===== config.mk =====
export PLATFORM = sky130hd
export DESIGN_NAME = id_ex_reg
export DESIGN_NICKNAME = d
export VERILOG_FILES = /design/src/rtl/id_ex_reg.sv
export SDC_FILE = /design/constraint.sdc
export NUM_CORES = 1
export LEC_CHECK = 0
export CAP_MARGIN = 20
export CORE_AREA = 2 2 142 144
export CTS_CLUSTER_DIAMETER = 30
export DETAILED_ROUTE_END_ITERATION = 16
export DIE_AREA = 0 0 144 146
export HOLD_SLACK_MARGIN = 0.03
export PLACE_DENSITY = 0.7
export SLEW_MARGIN = 0
export SYNTH_ARGS = -nofsm -noshare
export SYNTH_HDL_FRONTEND = slang
export SYNTH_SLANG_ARGS = --single-unit

===== constraint.sdc =====
create_clock -name clk -period 3.85 [get_ports clk]
set_input_delay 1.155 -clock clk [delete_from_list [all_inputs] [get_ports clk]]
set_output_delay 1.155 -clock clk [all_outputs]
set_load 0.01 [all_outputs]

===== src/rtl/id_ex_reg.sv =====
// rtl/id_ex_reg.sv - ID/EX pipeline register with load-use hazard detection and event counters
module id_ex_reg #(
   parameter int XLEN  = 32,
   parameter int CNT_W = 16
) (
   input  logic             clk,
   input  logic             rst,

   input  logic             id_valid,
   input  logic [XLEN-1:0]  id_pc,
   input  logic [XLEN-1:0]  id_val_a,
   input  logic [XLEN-1:0]  id_val_b,
   input  logic [XLEN-1:0]  id_imm,
   input  logic [4:0]       id_rs1,
   input  logic [4:0]       id_rs2,
   input  logic [4:0]       id_rd,
   input  logic             id_uses_rs1,
   input  logic             id_uses_rs2,
   input  logic [2:0]       id_funct3,
   input  logic             id_funct7_5,
   input  logic             id_mem_rd,
   input  logic             id_mem_wr,
   input  logic             id_reg_wr,
   input  logic             id_mux_reg_wr,
   input  logic             id_jump,
   input  logic             id_branch,
   input  logic             id_jalr,
   input  logic [1:0]       id_ula_op,
   input  logic [1:0]       id_alu_src1,
   input  logic [1:0]       id_alu_src2,

   input  logic             ex_flush,

   output logic             ex_valid,
   output logic [XLEN-1:0]  ex_pc,
   output logic [XLEN-1:0]  ex_val_a,
   output logic [XLEN-1:0]  ex_val_b,
   output logic [XLEN-1:0]  ex_imm,
   output logic [4:0]       ex_rs1,
   output logic [4:0]       ex_rs2,
   output logic [4:0]       ex_rd,
   output logic             ex_uses_rs1,
   output logic             ex_uses_rs2,
   output logic [2:0]       ex_funct3,
   output logic             ex_funct7_5,
   output logic             ex_mem_rd,
   output logic             ex_mem_wr,
   output logic             ex_reg_wr,
   output logic             ex_mux_reg_wr,
   output logic             ex_jump,
   output logic             ex_branch,
   output logic             ex_jalr,
   output logic [1:0]       ex_ula_op,
   output logic [1:0]       ex_alu_src1,
   output logic [1:0]       ex_alu_src2,

   output logic             stall_out,
   output logic [CNT_W-1:0] stall_cnt,
   output logic [CNT_W-1:0] flush_cnt
);

   localparam logic [CNT_W-1:0] CNT_ONE = {{(CNT_W-1){1'b0}}, 1'b1};
   localparam logic [CNT_W-1:0] CNT_MAX = {CNT_W{1'b1}};

   logic rs1_match;
   logic rs2_match;
   logic hz;
   logic capture;

   // A load in EX whose destination is read by the instruction in ID; x0 never counts.
   always_comb begin
      rs1_match = id_uses_rs1 & (id_rs1 == ex_rd);
      rs2_match = id_uses_rs2 & (id_rs2 == ex_rd);
      hz        = ex_valid & ex_mem_rd & (ex_rd != 5'd0) & id_valid & (rs1_match | rs2_match);
      stall_out = hz & ~ex_flush;
      capture   = id_valid & ~hz & ~ex_flush;
   end

   // Anything other than a clean capture loads the all-zero bubble.
   always_ff @(posedge clk) begin
      if (rst) begin
         ex_valid      <= 1'b0;
         ex_pc         <= '0;
         ex_val_a      <= '0;
         ex_val_b      <= '0;
         ex_imm        <= '0;
         ex_rs1        <= '0;
         ex_rs2        <= '0;
         ex_rd         <= '0;
         ex_uses_rs1   <= 1'b0;
         ex_uses_rs2   <= 1'b0;
         ex_funct3     <= '0;
         ex_funct7_5   <= 1'b0;
         ex_mem_rd     <= 1'b0;
         ex_mem_wr     <= 1'b0;
         ex_reg_wr     <= 1'b0;
         ex_mux_reg_wr <= 1'b0;
         ex_jump       <= 1'b0;
         ex_branch     <= 1'b0;
         ex_jalr       <= 1'b0;
         ex_ula_op     <= '0;
         ex_alu_src1   <= '0;
         ex_alu_src2   <= '0;
      end else begin
         ex_valid      <= capture;
         ex_pc         <= capture ? id_pc       : '0;
         ex_val_a      <= capture ? id_val_a    : '0;
         ex_val_b      <= capture ? id_val_b    : '0;
         ex_imm        <= capture ? id_imm      : '0;
         ex_rs1        <= capture ? id_rs1      : '0;
         ex_rs2        <= capture ? id_rs2      : '0;
         ex_rd         <= capture ? id_rd       : '0;
         ex_uses_rs1   <= capture & id_uses_rs1;
         ex_uses_rs2   <= capture & id_uses_rs2;
         ex_funct3     <= capture ? id_funct3   : '0;
         ex_funct7_5   <= capture & id_funct7_5;
         ex_mem_rd     <= capture & id_mem_rd;
         ex_mem_wr     <= capture & id_mem_wr;
         ex_reg_wr     <= capture & id_reg_wr;
         ex_mux_reg_wr <= capture & id_mux_reg_wr;
         ex_jump       <= capture & id_jump;
         ex_branch     <= capture & id_branch;
         ex_jalr       <= capture & id_jalr;
         ex_ula_op     <= capture ? id_ula_op   : '0;
         ex_alu_src1   <= capture ? id_alu_src1 : '0;
         ex_alu_src2   <= capture ? id_alu_src2 : '0;
      end
   end

   always_ff @(posedge clk) begin
      if (rst) begin
         stall_cnt <= '0;
         flush_cnt <= '0;
      end else begin
         if (stall_out && (stall_cnt != CNT_MAX)) begin
            stall_cnt <= stall_cnt + CNT_ONE;
         end
         if (ex_flush && (flush_cnt != CNT_MAX)) begin
            flush_cnt <= flush_cnt + CNT_ONE;
         end
      end
   end

endmodule


==> results of run 1 <==
## worst max-delay path: cells and delay by family
family                    cells  cell delay, ns
buffers and inverters         3            0.77
and+or+nand+nor               2            0.36
AOI/OAI and AO/OA             1            0.06
xor gates and xnor gates      1            0.17
## cells by family after synthesis
family,count (synthesis)
compound gates,44
xor+xnor,21
fa+ha+maj,2
buf+inv,32
flops,195
mux,5
simple gates,257
## final cells by class
type                            instances  share of cell area
Timing Repair Buffer                  373               0.348
Tap cell                              265              0.0310
Sequential cell                       195               0.364
Inverter                                6             0.00210
Clock inverter                         14              0.0164
Multi-Input combinational cell        329               0.199
Clock buffer                           18              0.0401
## how the worst max path moves through the flow
stage	start	slack, ns	end	depth (start not counted)
detailed placement	id_rs2[4]	-0.36	stall_out	6
floorplan	id_rs2[3]	0.48	stall_out	6
global placement	id_rs2[4]	-0.35	stall_out	6
global route	id_rs1[4]	0.03	stall_out	7
finish	id_rs1[4]	0.18	stall_out	7
CTS	id_rs1[4]	0.02	stall_out	7
## synthesized netlist by cell type (2+ instances only)
cell type | instances | share of area
clkbuf_2 | 8 | 0.0064
and2_1 | 165 | 0.17
o31ai_1 | 9 | 0.011
ha_1 | 2 | 0.0040
nor2b_1 | 7 | 0.0070
nor2_1 | 19 | 0.011
xor2_1 | 11 | 0.015
nor3_1 | 4 | 0.0032
mux2i_1 | 2 | 0.0032
buf_6 | 8 | 0.014
clkbuf_1 | 5 | 0.0030
and4_1 | 4 | 0.0056
buf_4 | 2 | 0.0024
a21oi_1 | 18 | 0.014
a211oi_1 | 2 | 0.0024
mux2_1 | 3 | 0.0054
inv_1 | 5 | 0.0030
o21ai_0 | 6 | 0.0048
or3_1 | 7 | 0.0070
and3_1 | 5 | 0.0050
nand3_1 | 9 | 0.0072
dfxtp_1 | 195 | 0.63
nor4_1 | 3 | 0.0030
buf_2 | 3 | 0.0024
nand2_1 | 7 | 0.0042
xnor2_1 | 10 | 0.014
nand4_1 | 14 | 0.014
or4_1 | 8 | 0.0097
## where the power goes
group,switching [uW],internal [uW]
Clock,855,931
Sequential,15.8,2060
Combinational,115,259
## routing by layer
| metal | part of all wire | GRT usage | wire length (um) |
|---|---|---|---|
| met2 | 0.50 | 0.305 | 9420 |
| met3 | 0.11 | 0.0898 | 2010 |
| met4 | 0.028 | 0.0745 | 529 |
| met1 | 0.37 | 0.194 | 6930 |
| met5 | 0 | 0 | 0 |
## per-stage QoR
| stage | setup TNS (ns) | instance area, sq um | setup WS (ns) |
|---|---|---|---|
| finish | 0 | 10700 | 0.179 |
| CTS | 0 | 10700 | 0.0207 |
| floorplan | 0 | 6220 | 0.476 |
| global route | 0 | 10700 | 0.0338 |
| detailed placement | -0.363 | 10100 | -0.363 |
| global placement | -0.354 | 10100 | -0.354 |
## registers in the layout, summed over array words and instances (netlist names), 3 cells and up
register and cells:
ex_imm 32, ex_pc 32, ex_val_a 32, ex_val_b 32
flush_cnt 16, stall_cnt 16, ex_rd 5, ex_rs1 5
ex_rs2 5, ex_funct3 3
## cell usage in the layout (no fill, tap or decap), types with 3 or more instances in the layout
cell type / Yosys / routed
clkdlybuf4s50_1: 0 / 359
dfxtp_1: 195 / 195
and2_1: 165 / 165
nor2_1: 19 / 19
a21oi_1: 18 / 18
clkbuf_16: 0 / 17
nand4_1: 14 / 14
xor2_1: 11 / 11
xnor2_1: 10 / 10
buf_4: 2 / 10
nand3_1: 9 / 9
o31ai_1: 9 / 9
or4_1: 8 / 8
nor2b_1: 7 / 7
or3_1: 7 / 7
nand2_1: 7 / 7
o21ai_0: 6 / 6
inv_1: 5 / 5
and3_1: 5 / 5
and4_1: 4 / 4
nor3_1: 4 / 4
clkinv_4: 0 / 4
clkinv_8: 0 / 4
mux2_1: 3 / 3
## repair_timing
item | 4_1_cts | 5_1_grt
resized for setup | 3 | 2
endpoints found under the setup margin | 1 | 1
buffers inserted | 0 | 0
pin swaps | 1 | 3
hold buffers | 0 | 0
hold endpoints to repair | 0 | 0
==> out/metrics.yaml, run 1 <==
status:
  status: "complete, no violations"
setup_path:
  worst-setup-path-type: "in2out"
  cpMaxStageDelayCell: "clkdlybuf4s50_1"
  regToRegEndpoint: "ex_val_a[5]"
  crit_required_ns: 2.69
  r2r_slack_ns: 1.43
  ff2ff_path_depth: 8
  critPathCaptureType: "output pin"
  cp-start-kind: "primary input"
  slowest_delay_ns: 0.47
  cp.arrival_ns: 2.52
  path_cells: "clkdlybuf4s50_1 -> xor2_1 -> nor4_1 -> buf_4 -> a32oi_1 -> nor2_1 -> clkbuf_2"
  crit_path_max_fanout: 2
  reg2reg_from: "ex_rd[4]"
placement:
  hpwl_um: 14700
  place_inst: 1168
  portBuffers: 361
  gp_congestion: 0.836
hold_path:
  holdPathEnd: "stall_cnt[7]"
  worstHoldPathType: "reg2reg"
  hold_path_depth: 2
  hold_start: "stall_cnt[7]"
finish:
  layout-drive-gt1-share: 0.0535
  fin_nets: 1090
  fin_util: 0.554
  multiInputGateArea_sq_um: 2130
  synthToLayoutAreaGrowth_pct: 72.3
  instances_no_fill: 1200
  fill_cells: 1698
  seq_area_sq_um: 3900
  diodes: 0
power:
  power.total_uw: 4240
  power_per_cell_area_nw_per_um2: 396
  power_leakage_uw: 0.00406
  ir_drop_uv: 304
clocking:
  cts-buffers-inserted: 17
  cts-root-buf: "clkbuf_16"
  cts_tree: "built"
  clk_latency_ns: 0.43
  clk_path_buf_depth: 2
  clk_pin_slew_worst_paths_ns: 0.08
  numClockSinks: 195
  htree_levels: 4
yosys:
  synth-main-ff-cell: "dfxtp_1"
  synth_seq_cells: 195
  yosys.area_share.simple: 0.250
  synth_edf_count: 0
  synth_top_family_by_area: "simple AND/OR/NAND/NOR gates"
  synth-seq-area-share: 0.628
  yosysUniqueCellTypes: 43
  synth_xor_area_frac: 0.0296
  synthAdderAreaFrac: 0.00402
  synth_nets: 724
  synth_cells: 556
  synth_area_per_cell_sq_um: 11.2
  yosysWarnings: 0
  synthesis.area_sq_um: 6220
  synth_compound_area_frac: 0.0475
  synthArstFlopShare: 0
  synthMuxAreaShare: 0.00865
detailed_routing:
  via_count: 5155
  ant_nets: 0
  drtIter0Drc: 187
  viasPerCell: 4.30
  wire_per_inst_um: 15.7
  routed_wl_um: 18900
  drc: 0
  drt-pass1-iter-count: 4
global_routing:
  grt_pass1_wl_um: 28700
  grt_overflow: 0
  antenna_found_initial: 0
  grt.total_usage: 0.182
  grt_start_max_net_pins: 43
  grt_pass1_vias: 5150
run:
  maxCapViolations: 0
die:
  ioPinCount: 362
  die_x_um: 144
  die_h_um: 146
  fp-row-count: 51
  die_area_sq_um: 21000
  core_sq_um: 19300
  initial_core_util: 0.322
timing:
  tightest_slew_ns: 0.891
  setup_viol: 0
  timing_hold_violations_final: 0
  fmax_ghz: 0.272
  rsz0062_at_grt: "no"
  hold_ws_ns: 0.504
  maxSlewHeadroom: 0.400
  fin_skew_ns: 0.0139
  slew_violations: 0
  period_share: 0.953
  fin_crit_ns: 3.67
(Power assumes the default switching activity.)
==> run 2: changes to the inputs <==
DONT_BUFFER_PORTS = 1   (was unset)
GPL_TIMING_DRIVEN = 0   (was unset)
PLACE_DENSITY = unset   (was 0.7)
==> run 2 against run 1 <==
Against the previous run:
- routed wire length fell by 8.5%
- register-to-register slack got worse by 0.04 ns
- total power fell by 5.2%
- highest routed layer is now met5
- critical path depth fell by 2
- non-clock buffer count fell by 348
==> out/metrics.yaml, run 2 (same netlist as run 1, synthesis figures left out) <==
die:
  die_area_sq_um: 21000  # unchanged
  fp-row-count: 51  # unchanged
  initial_core_util: 0.322  # unchanged
  die_x_um: 144  # unchanged
  die_h_um: 146  # unchanged
  core_sq_um: 19300  # unchanged
  ioPinCount: 362  # unchanged
global_routing:
  grt_start_max_net_pins: 21  # was 43
  grt_pass1_vias: 4129  # was 5150
  grt_overflow: 0  # unchanged
  grt.total_usage: 0.162  # was 0.182
  antenna_found_initial: 7  # was 0
  grt_pass1_wl_um: 25200  # was 28700 um
detailed_routing:
  routed_wl_um: 17300  # was 18900 um
  wire_per_inst_um: 20.2  # was 15.7 um
  viasPerCell: 4.60  # was 4.30
  via_count: 3941  # was 5155
  drtIter0Drc: 153  # was 187
  drt-pass1-iter-count: 4  # unchanged
  drc: 0  # unchanged
  ant_nets: 0  # unchanged
finish:
  seq_area_sq_um: 3900  # unchanged
  synthToLayoutAreaGrowth_pct: 15.5  # was 72.3%
  instances_no_fill: 856  # was 1200
  fill_cells: 1921  # was 1698
  layout_commonest_cell: "dfxtp_1"  # was clkdlybuf4s50_1
  fin_nets: 742  # was 1090
  final_cell_mix: "dfxtp_1, and2_1, nor2_1"  # was clkdlybuf4s50_1, dfxtp_1, and2_1
  finalInstanceArea_sq_um: 7180  # was 10700 sq um
  multiInputGateArea_sq_um: 2110  # was 2130 sq um
  layout-drive-gt1-share: 0.0971  # was 0.0535
setup_path:
  worst-setup-path-type: "in2out"  # unchanged
  cp-start-kind: "primary input"  # unchanged
  worst-path-buf-inv: 1  # was 3
  cp.arrival_ns: 2.38  # was 2.52 ns
  crit_required_ns: 2.69  # about the same
  critPathCaptureType: "output pin"  # unchanged
  path_cells: "xor2_1 -> nor4_1 -> a32oi_1 -> buf_2 -> nor2_1"  # was clkdlybuf4s50_1 -> xor2_1 -> nor4_1 -> buf_4 -> a32oi_1 -> nor2_1 -> clkbuf_2
  crit_path_max_fanout: 19  # was 2
  crit_family: "simple AND/OR/NAND/NOR gates"  # was buffers and inverters
  cpMaxStageDelayCell: "nor4_1"  # was clkdlybuf4s50_1
  slowest_delay_ns: 0.37  # was 0.47 ns
clocking:
  clk_path_buf_depth: 2  # unchanged
  htree_levels: 4  # unchanged
  numClockSinks: 195  # unchanged
  cts-buffers-inserted: 17  # unchanged
  cts_tree: "built"  # unchanged
  post_cts_buffers: 0  # unchanged
  hold_buffers: 0  # unchanged
  clk_pin_slew_worst_paths_ns: 0.07  # was 0.08 ns
  cts-root-buf: "clkbuf_16"  # unchanged
  cts_resized: 0  # was 3
  clk_latency_ns: 0.43  # about the same
hold_path:
  worstHoldPathType: "reg2reg"  # unchanged
power:
  p_clk_frac: 0.450  # was 0.421
  switching_share: 0.237  # was 0.233
  power.total_uw: 4020  # was 4240 uW
  ir_drop_uv: 256  # was 304 uV
  p_sw_uw: 954  # was 986 uW
  power_leakage_uw: 0.00280  # was 0.00406 uW
  power_per_cell_area_nw_per_um2: 560  # was 396 nW/um^2
  power_frac_seq: 0.527  # was 0.490
  power.internal_uw: 3060  # was 3250 uW
  pwr-share-comb: 0.022  # was 0.088
timing:
  tightest_slew_ns: 0.850  # was 0.891 ns
  fin_ws_ns: 0.318  # was 0.179 ns
  fin_crit_ns: 3.53  # was 3.67 ns
  slew_violations: 0  # unchanged
  setup_tns_ns: 0  # unchanged
  fin_skew_ns: 0.0133  # was 0.0139 ns
  setup_viol: 0  # unchanged
  timing_hold_violations_final: 0  # unchanged
  rsz0062_at_grt: "no"  # unchanged
  fmax_ghz: 0.283  # was 0.272 GHz
  maxSlewHeadroom: 0.428  # was 0.400
  period_share: 0.917  # was 0.953
status:
  status: "complete, no violations"  # unchanged
placement:
  place_area_sq_um: 6550  # was 10100 sq um
  hpwl_um: 13700  # was 14700 um
  place_ws_ns: 0.0606  # was -0.363 ns
  gp_congestion: 0.864  # was 0.836
  place_inst: 821  # was 1168
  portBuffers: 0  # was 361
run:
  maxCapViolations: 0  # unchanged
-- run 2: through the flow --
step                 util  hold slack, ns
finish              0.371           0.549
global route        0.371           0.588
CTS                 0.371           0.545
detailed placement  0.339           0.533
global placement    0.339           0.529
floorplan               -           0.504
-- run 2: final timing paths --
check / from / endpoint / slack, ns / cells past startpoint
max reg2reg: ex_rd[4] / stall_cnt[6] / 1.39 / 7
min reg2reg: stall_cnt[11] / stall_cnt[11] / 0.55 / 2
max: id_rs1[3] / stall_out / 0.32 / 5
min: stall_cnt[11] / stall_cnt[11] / 0.55 / 2
-- run 2: final cells by class --
type	count	share of cell area
Sequential cell	195	0.544
Tap cell	265	0.0462
Buffer	25	0.0244
Antenna cell	4	0.00139
Clock buffer	18	0.0612
Inverter	6	0.00314
Multi-Input combinational cell	329	0.294
Clock inverter	14	0.0256
-- run 2: worst min-delay path, cell delays in order, from the launching register on --
cell	delay (ns)
dfxtp_1	0.37
o31ai_1	0.08
a21oi_1	0.06
-- run 2: power groups by stage --
stage / Sequential [uW] / Clock (uW) / Combinational (uW)
after floorplan: 2150 / 0 / 69.3
after global placement: 2170 / 0 / 88.0
after detailed placement: 2170 / 0 / 92.2
after CTS: 2120 / 1860 / 91.9
after global routing: 2120 / 1950 / 101
final: 2120 / 1810 / 89.8
-- run 2: routing by layer --
layer	GRT usage	vias up	share of wire
met5	0	-	0.00075
met4	0.0500	2	0.016
met3	0.0747	22	0.11
met2	0.271	205	0.50
met1	0.184	1841	0.37
li1	-	1871	-
